===== src/rtl/register_file_sb_pkg.sv =====
// Shared constants and default-configuration types for the scoreboarded register file.
package regfile_pkg;

    localparam int REGFILE_DATA_WIDTH = 32;
    localparam int REGFILE_NUM_REGS   = 32;
    localparam int REGFILE_NUM_READ   = 2;

    typedef logic [4:0]  reg_addr_t;
    typedef logic [31:0] reg_data_t;

endpackage


===== src/rtl/register_file_sb_if.sv =====
// Decode/writeback-facing bus of the register file: read ports, writeback and issue.
interface register_file_sb_if
    import regfile_pkg::*;
#(
    parameter int DATA_WIDTH = REGFILE_DATA_WIDTH,
    parameter int NUM_REGS   = REGFILE_NUM_REGS,
    parameter int NUM_READ   = REGFILE_NUM_READ
) ();
    localparam int ADDR_W = $clog2(NUM_REGS);

    logic [NUM_READ-1:0][ADDR_W-1:0]     r_sel;
    logic [NUM_READ-1:0][DATA_WIDTH-1:0] r_data;
    logic [NUM_READ-1:0]                 r_busy;
    logic                                w_en;
    logic [ADDR_W-1:0]                   w_sel;
    logic [DATA_WIDTH-1:0]               w_data;
    logic                                issue_en;
    logic [ADDR_W-1:0]                   issue_sel;
    logic [ADDR_W-1:0]                   busy_count;
    logic                                any_busy;

    modport master (
        output r_sel, w_en, w_sel, w_data, issue_en, issue_sel,
        input  r_data, r_busy, busy_count, any_busy
    );

    modport slave (
        input  r_sel, w_en, w_sel, w_data, issue_en, issue_sel,
        output r_data, r_busy, busy_count, any_busy
    );
endinterface


===== src/rtl/register_file_sb_scoreboard.sv =====
// Busy-bit scoreboard: per-register pending-write flags and an incremental busy count.
module regfile_scoreboard
    import regfile_pkg::*;
#(
    parameter int NUM_REGS = REGFILE_NUM_REGS,
    parameter int ADDR_W   = $clog2(NUM_REGS)
) (
    input  logic                clock,
    input  logic                reset,
    input  logic                issue_en_i,
    input  logic [ADDR_W-1:0]   issue_sel_i,
    input  logic                w_en_i,
    input  logic [ADDR_W-1:0]   w_sel_i,
    output logic [NUM_REGS-1:0] busy_o,
    output logic [ADDR_W-1:0]   busy_count_o
);
    logic [NUM_REGS-1:0] busy_q, busy_d;
    logic [NUM_REGS-1:0] set_vec, clr_vec;
    logic [ADDR_W-1:0]   busy_count_q, busy_count_d;
    logic                inc, dec;

    always_comb begin
        set_vec = '0;
        clr_vec = '0;
        for (int k = 1; k < NUM_REGS; k++) begin
            set_vec[k] = issue_en_i && (issue_sel_i == ADDR_W'(k));
            clr_vec[k] = w_en_i && (w_sel_i == ADDR_W'(k));
        end
        // Issue beats writeback: the write retires an older producer of the same register.
        busy_d    = (busy_q | set_vec) & ~(clr_vec & ~set_vec);
        busy_d[0] = 1'b0;

        inc = (issue_sel_i != '0) && issue_en_i && !busy_q[issue_sel_i];
        dec = (w_sel_i != '0) && w_en_i && busy_q[w_sel_i] &&
              !(issue_en_i && (issue_sel_i == w_sel_i));
        busy_count_d = busy_count_q + ADDR_W'(inc) - ADDR_W'(dec);
    end

    always_ff @(posedge clock) begin
        if (reset) begin
            busy_q       <= '0;
            busy_count_q <= '0;
        end else begin
            busy_q       <= busy_d;
            busy_count_q <= busy_count_d;
        end
    end

    assign busy_o       = busy_q;
    assign busy_count_o = busy_count_q;
endmodule


===== src/rtl/register_file_sb.sv =====
// Multi-read-port register file with busy-bit scoreboard; r0 reads zero and is never busy.
// Optional same-cycle write-to-read bypass is compiled in with REGFILE_BYPASS_EN.
module register_file_sb
    import regfile_pkg::*;
#(
    parameter int DATA_WIDTH = REGFILE_DATA_WIDTH,
    parameter int NUM_REGS   = REGFILE_NUM_REGS,
    parameter int NUM_READ   = REGFILE_NUM_READ
) (
    input logic               clock,
    input logic               reset,
    register_file_sb_if.slave bus
);
    localparam int ADDR_W = $clog2(NUM_REGS);

    logic [NUM_REGS-1:0][DATA_WIDTH-1:0] regs_q, regs_d;
    logic [NUM_REGS-1:0]                 busy;
    logic [ADDR_W-1:0]                   busy_count;

    always_comb begin
        regs_d = regs_q;
        if (bus.w_en) begin
            regs_d[bus.w_sel] = bus.w_data;
        end
        regs_d[0] = '0;
    end

    always_ff @(posedge clock) begin
        if (reset) begin
            regs_q <= '0;
        end else begin
            regs_q <= regs_d;
        end
    end

    regfile_scoreboard #(
        .NUM_REGS (NUM_REGS),
        .ADDR_W   (ADDR_W)
    ) u_scoreboard (
        .clock        (clock),
        .reset        (reset),
        .issue_en_i   (bus.issue_en),
        .issue_sel_i  (bus.issue_sel),
        .w_en_i       (bus.w_en),
        .w_sel_i      (bus.w_sel),
        .busy_o       (busy),
        .busy_count_o (busy_count)
    );

    always_comb begin
        bus.r_data = '0;
        bus.r_busy = '0;
        for (int i = 0; i < NUM_READ; i++) begin
            bus.r_data[i] = regs_q[bus.r_sel[i]];
            bus.r_busy[i] = busy[bus.r_sel[i]];
`ifdef REGFILE_BYPASS_EN
            if (bus.w_en && (bus.w_sel != '0) && (bus.r_sel[i] == bus.w_sel)) begin
                bus.r_data[i] = bus.w_data;
                // A same-cycle issue to this register keeps it pending.
                if (!(bus.issue_en && (bus.issue_sel == bus.w_sel))) begin
                    bus.r_busy[i] = 1'b0;
                end
            end
`endif
        end
    end

    assign bus.busy_count = busy_count;
    assign bus.any_busy   = (busy_count != '0);
endmodule


===== src/flat_wrapper.sv =====
// flat-port wrapper written by rule: the top's interface ports become plain ports
module register_file_sb_flat import regfile_pkg::*;
#(
    parameter int DATA_WIDTH = REGFILE_DATA_WIDTH,
    parameter int NUM_REGS   = REGFILE_NUM_REGS,
    parameter int NUM_READ   = REGFILE_NUM_READ
)
  (clock, reset, bus_r_sel, bus_w_en, bus_w_sel, bus_w_data, bus_issue_en, bus_issue_sel, bus_r_data, bus_r_busy, bus_busy_count, bus_any_busy);
  register_file_sb_if #(.DATA_WIDTH(DATA_WIDTH), .NUM_REGS(NUM_REGS), .NUM_READ(NUM_READ)) bus_i ();
  input logic clock;
  input logic reset;
  input wire logic [$bits(bus_i.r_sel)-1:0] bus_r_sel;
  input wire logic [$bits(bus_i.w_en)-1:0] bus_w_en;
  input wire logic [$bits(bus_i.w_sel)-1:0] bus_w_sel;
  input wire logic [$bits(bus_i.w_data)-1:0] bus_w_data;
  input wire logic [$bits(bus_i.issue_en)-1:0] bus_issue_en;
  input wire logic [$bits(bus_i.issue_sel)-1:0] bus_issue_sel;
  output wire logic [$bits(bus_i.r_data)-1:0] bus_r_data;
  output wire logic [$bits(bus_i.r_busy)-1:0] bus_r_busy;
  output wire logic [$bits(bus_i.busy_count)-1:0] bus_busy_count;
  output wire logic [$bits(bus_i.any_busy)-1:0] bus_any_busy;
  assign bus_i.r_sel = bus_r_sel;
  assign bus_i.w_en = bus_w_en;
  assign bus_i.w_sel = bus_w_sel;
  assign bus_i.w_data = bus_w_data;
  assign bus_i.issue_en = bus_issue_en;
  assign bus_i.issue_sel = bus_issue_sel;
  assign bus_r_data = bus_i.r_data;
  assign bus_r_busy = bus_i.r_busy;
  assign bus_busy_count = bus_i.busy_count;
  assign bus_any_busy = bus_i.any_busy;
  register_file_sb #(.DATA_WIDTH(DATA_WIDTH), .NUM_REGS(NUM_REGS), .NUM_READ(NUM_READ)) u_core (.clock(clock), .reset(reset), .bus(bus_i));
endmodule

===== config.mk =====
export PLATFORM = sky130hd
export DESIGN_NAME = register_file_sb_flat
export DESIGN_NICKNAME = d
export VERILOG_FILES = /design/src/rtl/register_file_sb_pkg.sv /design/src/rtl/register_file_sb_if.sv /design/src/rtl/register_file_sb_scoreboard.sv /design/src/rtl/register_file_sb.sv /design/src/flat_wrapper.sv
export SDC_FILE = /design/constraint.sdc
export NUM_CORES = 2
export LEC_CHECK = 0
export ABC_AREA = 0
export BUFFER_PORTS_ARGS = -buffer_cell sky130_fd_sc_hd__buf_4
export CAP_MARGIN = 20
export CORE_MARGIN = 2
export CORE_UTILIZATION = 57
export CTS_CLUSTER_DIAMETER = 200
export CTS_CLUSTER_SIZE = 28
export DETAILED_ROUTE_END_ITERATION = 8
export PLACE_DENSITY = 0.87
export SLEW_MARGIN = 15
export SYNTH_ARGS = -nofsm -noshare
export SYNTH_HDL_FRONTEND = slang
export SYNTH_SLANG_ARGS = --single-unit

===== constraint.sdc =====
create_clock -name clock -period 3.35 [get_ports clock]
set_input_delay 0.67 -clock clock [delete_from_list [all_inputs] [get_ports clock]]
set_output_delay 0.67 -clock clock [all_outputs]
set_load 0.02 [all_outputs]

# After elaboration in Yosys (flattened, before gate mapping)
# Cells that the tools add are included.
# op_classes
n_bitwise,5
addsub,2
magnitude_cmp,5
eq_ne,63
n_reduce_logical,74
n_mux,15
# ops
op,n
bitwise mux 1024 bit,1
binary-select mux 32 bit (select 5 bit),2
demux 32 bit (select 5 bit),1
"equality test 5 bit, second input constant",32
2-to-1 mux 32 bit,3
"equality test 5 x 4 -> 1 bit, second input constant",16
logical AND 1 bit,69
AND 32 bit,2
NOT 32 bit,2
"equality test 5 x 3 -> 1 bit, second input constant",8
OR 32 bit,1
"less-than comparator 5 x 6 -> 1 bit, second input constant",4
binary-select mux 1 bit (select 5 bit),4
"equality test 5 x 2 -> 1 bit, second input constant",4
nonzero test 5 bit,3
"equality test 5 x 1 -> 1 bit, second input constant",2
adder 5 x 1 -> 5 bit,1
equality test 5 bit,1
">= comparator 5 x 1 -> 1 bit, second input constant",1
subtractor 5 x 1 -> 5 bit,1
2-to-1 mux 1 bit,4
zero test 1 bit,2
# word_totals
register_bits,1029
inputBits,56
wordCells,198

# Longest topological paths before layout
# logic_depth
depth_word,6
ltp_mapped,16
mapped_depth_nobuf,13

# By module
# From an unflattened synthesis, not the netlist that was laid out.
# hier_totals
cells_unflattened,6946
area_unflattened_um2,54005.5
# by_module_without_submodules
module,area_each_um2,instances,cells_each,seq_area_each_um2
register_file_sb,51722.1,1,6656,19859.0
regfile_scoreboard,2283.4,1,290,720.7

# Worst setup path before layout
# OpenSTA, ideal clock, no wires.
# synth_path
path_kind,in2reg
start,in bus_issue_sel[1]
end,"reg u_core.u_scoreboard.busy_count_q[4], in the netlist u_core.u_scoreboard.busy_count_o[4]"
arrival_ns,3.450
setup_slack_ns,-0.230
setup_ns,0.131
n_path_buf,0
stages,13
cell_sequence,mux4_1 -> mux2_2 -> and3_1 -> or4_1 -> ha_1 -> inv_1 -> ha_1 -> inv_1 -> fa_1 -> nor2b_1 -> o21bai_1 -> a21oi_1 -> nor3b_1
# synth_via
elab_chain_cells,6
elab_cells_between_ends,12
# synth_rtl
item,line_no,source
"start, declared",flat_wrapper.sv:17,input wire logic [$bits(bus_i.issue_sel)-1:0] bus_issue_sel;
binary-select mux 1 bit (select 5 bit),register_file_sb_scoreboard.sv:33,inc = (issue_sel_i != '0) && issue_en_i && !busy_q[issue_sel_i];
2-to-1 mux 1 bit (implied by the code),register_file_sb_scoreboard.sv:33,
zero test 1 bit,register_file_sb_scoreboard.sv:33,
logical AND 1 bit,register_file_sb_scoreboard.sv:33,
adder 5 x 1 -> 5 bit,register_file_sb_scoreboard.sv:36,busy_count_d = busy_count_q + ADDR_W'(inc) - ADDR_W'(dec);
subtractor 5 x 1 -> 5 bit (*),register_file_sb_scoreboard.sv:36,
"end signal, assigned",register_file_sb_scoreboard.sv:45,busy_count_q <= busy_count_d;
"end, declared",register_file_sb_scoreboard.sv:19,"logic [ADDR_W-1:0] busy_count_q, busy_count_d;"
# Every way passes the cells marked *; elsewhere a longest branch is shown, timed or not. The select of a mux whose other input is x is not followed.
# A chain may end at the register's enable or synchronous reset.

# Worst setup path in the final report
# layout_path
start,in bus_r_sel[6]
end,out bus_r_data[39]
# layout_via
elab_chain_cells,2
# layout_rtl
item,line_no,source
"start, declared",flat_wrapper.sv:12,input wire logic [$bits(bus_i.r_sel)-1:0] bus_r_sel;
binary-select mux 32 bit (select 5 bit),register_file_sb.sv:54,bus.r_data[i] = regs_q[bus.r_sel[i]];
2-to-1 mux 32 bit (implied by the code),register_file_sb.sv:54,
"end, declared",flat_wrapper.sv:18,output wire logic [$bits(bus_i.r_data)-1:0] bus_r_data;
# No other way between the ends. The select of a mux whose other input is x is not followed.

==> report_table.html <==
<table>
<tr><th>Metric</th><th>Value</th></tr>
<tr><th colspan="2">Outcome</th></tr>
<tr><td>Status</td><td>finished, violations left</td></tr>
<tr><td>Failing checks</td><td>negative setup slack</td></tr>
<tr><th colspan="2">Power</th></tr>
<tr><td>PD cells</td><td>367.7 mW/mm^2</td></tr>
<tr><td>Internal Power</td><td>0.01565 W</td></tr>
<tr><td>Clock power frac</td><td>between 20% and 30%</td></tr>
<tr><td>Switching share of total power</td><td>26.82%</td></tr>
<tr><td>Power share of the sequential group</td><td>58.1%</td></tr>
<tr><td>Net Sw Power</td><td>0.005736 W</td></tr>
<tr><td>Leakage power total</td><td>19.54 nW</td></tr>
<tr><td>Relative contribution of combinational cells to total power</td><td>roughly 12%</td></tr>
<tr><td>Max VDD drop</td><td>0.3711 mV</td></tr>
<tr><th colspan="2">Floorplan</th></tr>
<tr><td>Height of the die</td><td>just over 300 um</td></tr>
<tr><td>Core area</td><td>0.09166 mm^2</td></tr>
<tr><td>Initial Utilization</td><td>57.56%</td></tr>
<tr><td># IOs</td><td>128</td></tr>
<tr><td>Total number of placement rows</td><td>111</td></tr>
<tr><td>Die Outline Area</td><td>between 0.09 and 0.1 mm^2</td></tr>
<tr><td>Die outline width</td><td>308.2 um</td></tr>
<tr><th colspan="2">Timing</th></tr>
<tr><td>Worst path setup slack after routing</td><td>-143.1 ps</td></tr>
<tr><td>Headroom to the max-slew limit</td><td>between 30 and 40%</td></tr>
<tr><td>Clock skew after layout</td><td>approximately 21 ps</td></tr>
<tr><td>Transition time of the tightest slew-check pin</td><td>~950 ps</td></tr>
<tr><td>Setup Viol. Count Final</td><td>16</td></tr>
<tr><td>Maximum clock frequency</td><td>286.3 MHz</td></tr>
<tr><td>Period utilisation layout</td><td>104.3%</td></tr>
<tr><td>Final slew viol count</td><td>0</td></tr>
<tr><td>Final critical delay including setup and external delays</td><td>~3500 ps</td></tr>
<tr><td>Setup Total Neg Slack</td><td>-606.4 ps</td></tr>
<tr><td>Final hold vios</td><td>0</td></tr>
<tr><th colspan="2">Global routing</th></tr>
<tr><td>Number of antenna violations at the first check in global routing</td><td>10</td></tr>
<tr><td>Global routing usage summed across all routing layers</td><td>39.01%</td></tr>
<tr><td>Wire length of the first global-routing pass</td><td>282,900 um</td></tr>
<tr><td>Gr ovfl total</td><td>0</td></tr>
<tr><td>Maximum number of pins on one net before global-route repair</td><td>between 100 and 150</td></tr>
<tr><td>Number of global-route vias before repair</td><td>48,890</td></tr>
<tr><th colspan="2">Clock tree</th></tr>
<tr><td>Hold bufs inserted after CTS</td><td>0</td></tr>
<tr><td>Max Buffers Root-to-Sink</td><td>3</td></tr>
<tr><td>Clock Pin Slew Worst Setup and Hold Paths</td><td>110 ps</td></tr>
<tr><td>Number of H-tree levels</td><td>2</td></tr>
<tr><td>Clock buffers created by TritonCTS</td><td>42</td></tr>
<tr><td>TritonCTS clock tree</td><td>yes</td></tr>
<tr><td>Clock latency of the later-clocked register in the worst-skew pair</td><td>660 ps</td></tr>
<tr><td>Sink Count</td><td>1,028</td></tr>
<tr><td>CTS root buf</td><td>sky130_fd_sc_hd__clkbuf_16</td></tr>
<tr><th colspan="2">Cells and area</th></tr>
<tr><td>Final design utilization</td><td>between 60% and 70%</td></tr>
<tr><td>Layout-stage area growth over the synthesis result</td><td>10.25%</td></tr>
<tr><td>Final instance count without filler cells</td><td>between 7,000 and 8,000</td></tr>
<tr><td>Layout cells sized above 1</td><td>19.32%</td></tr>
<tr><td>Number of nets at the end of the flow</td><td>between 5,000 and 6,000</td></tr>
<tr><td>Fillcell total</td><td>6,864</td></tr>
<tr><th colspan="2">Worst setup path</th></tr>
<tr><td>WS Path Type</td><td>in -&gt; out</td></tr>
<tr><td>R2R cell count</td><td>13</td></tr>
<tr><td>Arrival time of the worst setup path</td><td>2820 ps</td></tr>
<tr><td>Setup slack of the most critical reg-to-reg path</td><td>190 ps</td></tr>
<tr><td>Endpoint of the worst register-to-register path</td><td>u_core.u_scoreboard.busy_count_o[4]</td></tr>
<tr><td>Startpoint of the lowest-slack register-to-register path</td><td>u_core.u_scoreboard.busy_o[19]</td></tr>
<tr><td>Crit start category</td><td>primary input</td></tr>
<tr><td>Crit path max fanout</td><td>14</td></tr>
<tr><td>CP endpoint kind</td><td>output pin</td></tr>
<tr><td>Required time of the critical path</td><td>approximately 2700 ps</td></tr>
<tr><th colspan="2">Worst hold path</th></tr>
<tr><td>Hold Path Origin</td><td>bus_w_data[29]</td></tr>
<tr><td>Hold Path Stages</td><td>3</td></tr>
<tr><td>Hold Path Class</td><td>in -&gt; reg</td></tr>
<tr><td>Hold worst-path end</td><td>u_core.regs_q[157]</td></tr>
<tr><th colspan="2">Logic synthesis</th></tr>
<tr><td>Share of synthesized registers carrying an async set or reset</td><td>0%</td></tr>
<tr><td>Syn. warnings</td><td>0</td></tr>
<tr><td>Number of synthesized register bits</td><td>1,028</td></tr>
<tr><td>Nets in the synthesized netlist</td><td>6,080</td></tr>
<tr><td>Register area share after synthesis</td><td>about two fifths</td></tr>
<tr><td>Area share of the largest cell type after synthesis</td><td>39.01%</td></tr>
<tr><td>Number of enable-type register cells in the synthesized netlist</td><td>0</td></tr>
<tr><td>Count of distinct cell types in the synthesized netlist</td><td>~50</td></tr>
<tr><td>Most numerous cell types in the synthesized netlist</td><td>2,086 x sky130_fd_sc_hd__nand2_1, 1,028 x sky130_fd_sc_hd__dfxtp_1, 995 x sky130_fd_sc_hd__a21oi_1</td></tr>
<tr><td>Mean instance size in the synthesized netlist</td><td>a little under 9 um^2</td></tr>
<tr><td>Ys flop type</td><td>sky130_fd_sc_hd__dfxtp_1</td></tr>
<tr><td>Area leader, netlist</td><td>sky130_fd_sc_hd__dfxtp_1</td></tr>
<tr><td>Synth top area cells</td><td>sky130_fd_sc_hd__dfxtp_1 39%, sky130_fd_sc_hd__mux4_2 20%, sky130_fd_sc_hd__nand2_1 15%</td></tr>
<tr><td>Cell area after technology mapping</td><td>~0.053 mm^2</td></tr>
<tr><td>Most common cell in the synthesized netlist</td><td>sky130_fd_sc_hd__nand2_1</td></tr>
<tr><td>Count of mapped cells out of synthesis</td><td>roughly 6,000</td></tr>
<tr><th colspan="2">Placement</th></tr>
<tr><td>Final HPWL from detailed placement</td><td>115,600 um</td></tr>
<tr><td>Weighted congestion at the end of routability-driven global placement</td><td>1.001</td></tr>
<tr><td>Placed instance count</td><td>6,978</td></tr>
<tr><td>Port Buf Inserts</td><td>about 130</td></tr>
<tr><th colspan="2">Detailed routing</th></tr>
<tr><td>Drt drc</td><td>0</td></tr>
<tr><td>Routed length per placed instance</td><td>27.47 um</td></tr>
<tr><td>DR vias</td><td>~51,000</td></tr>
<tr><td>DRT Wirelength</td><td>~190,000 um</td></tr>
<tr><td>Pre-antenna DRT Iters</td><td>8</td></tr>
<tr><td>Via count normalized by instance count</td><td>7.147</td></tr>
<tr><td>Violation count after the first detailed-routing iteration</td><td>10,490</td></tr>
<tr><td>Number of nets still failing antenna checks after routing</td><td>0</td></tr>
<tr><th colspan="2">Run</th></tr>
<tr><td># Max-Cap Violations</td><td>0</td></tr>
</table>
[final cells by class]
class	instances	area (um^2)	share of cell area (%)
clock buffer	43	1076	1.850
tap	1186	1484	2.551
timing repair buffer	453	4868	8.370
antenna	2	5.005	0.008604
multi-input combinational	4346	30090	51.72
sequential	1028	20580	35.39
inverter	12	45.04	0.07744
clock inverter	2	17.52	0.03011
[power groups by stage]
stage               clock [W]  combinational, W  sequential (W)
finish                0.00633           0.00263          0.0124
CTS                   0.00623           0.00242          0.0124
floorplan                   0           0.00146          0.0127
detailed placement          0           0.00239          0.0127
global placement            0           0.00236          0.0127
global route          0.00661           0.00270          0.0124
[worst max-delay path, cell delays in order]
cell and delay, ps:
sky130_fd_sc_hd__buf_4 140, sky130_fd_sc_hd__nand2b_2 620, sky130_fd_sc_hd__buf_4 410, sky130_fd_sc_hd__o22ai_1 530
sky130_fd_sc_hd__a211o_1 260, sky130_fd_sc_hd__buf_4 160
[registers in the layout, summed over array words and instances (netlist names)]
name and count:
u_core.regs_q 992, u_core.u_scoreboard.busy_o 31, u_core.u_scoreboard.busy_count_o 5
[timing repair]
action | in CTS | in global routing
setup buffers | 5 | 34
endpoints found under the setup margin | 37 | 56
pin swaps | 3 | 10
gates cloned | 1 | 7
resized for setup | 24 | 75
[through the flow]
stage | hold WS, ps | worst slack [ps] | power, W | instance area (um^2)
4_1_cts | 429.1 | -4.791 | 0.02107 | 57340
3_3_place_gp | 447.7 | -337.7 | 0.01504 | 56030
5_1_grt | 453.1 | -42.53 | 0.02175 | 58160
6_report | 436.8 | -143.1 | 0.02139 | 58170
2_1_floorplan | 442.4 | 15.75 | 0.01414 | 52770
3_5_place_dp | 455.6 | -273.5 | 0.01508 | 56030
[logic make-up after synthesis]
kind of cell / count (synthesis) / share of synthesized area [%]
xor gates and xnor gates: 7 / 0.1162
AOI/OAI and AO/OA: 1299 / 13.49
muxes: 747 / 25.60
DFF: 1028 / 39.01
and+or+nand+nor: 2286 / 16.71
adders and majority gates: 7 / 0.1802
buffers and inverters: 643 / 4.895
[cell usage in the layout, fill, tap and decap left out, types with 6 or more instances in the layout]
cell type                      n
sky130_fd_sc_hd__buf_12       84
sky130_fd_sc_hd__and3_1        7
sky130_fd_sc_hd__mux2i_2      20
sky130_fd_sc_hd__a211o_1      58
sky130_fd_sc_hd__nand2_1    2085
sky130_fd_sc_hd__mux2_2       68
sky130_fd_sc_hd__xnor2_1       6
sky130_fd_sc_hd__o21ai_0      55
sky130_fd_sc_hd__inv_1        11
sky130_fd_sc_hd__o22ai_1      39
sky130_fd_sc_hd__nor2_4       14
sky130_fd_sc_hd__dfxtp_1    1024
sky130_fd_sc_hd__nor2_1      110
sky130_fd_sc_hd__mux2i_1     179
sky130_fd_sc_hd__nor2b_1       9
sky130_fd_sc_hd__o21ai_1       8
sky130_fd_sc_hd__o22ai_2      27
sky130_fd_sc_hd__buf_16       11
sky130_fd_sc_hd__a22oi_1      91
sky130_fd_sc_hd__mux4_2      473
sky130_fd_sc_hd__and2_1       17
sky130_fd_sc_hd__a21oi_1     995
sky130_fd_sc_hd__buf_4       341
sky130_fd_sc_hd__clkbuf_16    50
[how the worst max path moves through the flow]
stage / cells past startpoint / start / end
6_report: 6 / bus_r_sel[6] / bus_r_data[39]
5_1_grt: 6 / bus_r_sel[6] / bus_r_data[39]
4_1_cts: 8 / bus_r_sel[5] / bus_r_data[41]
2_1_floorplan: 13 / bus_issue_sel[1] / u_core.u_scoreboard.busy_count_o[4]
3_5_place_dp: 14 / bus_issue_sel[1] / u_core.u_scoreboard.busy_count_o[4]
3_3_place_gp: 14 / bus_issue_sel[1] / u_core.u_scoreboard.busy_count_o[4]
[routing by layer]
layer  vias to the layer above  global-route usage, %  wire, um
met5                         -                 0.5685        82
met4                        12                  29.69     16580
met3                      1257                  14.42     35230
met2                      5042                  56.59     81150
met1                     23640                  47.11     61230
li1                      20600                      -         -
Power figures use the tool's default switching activity.
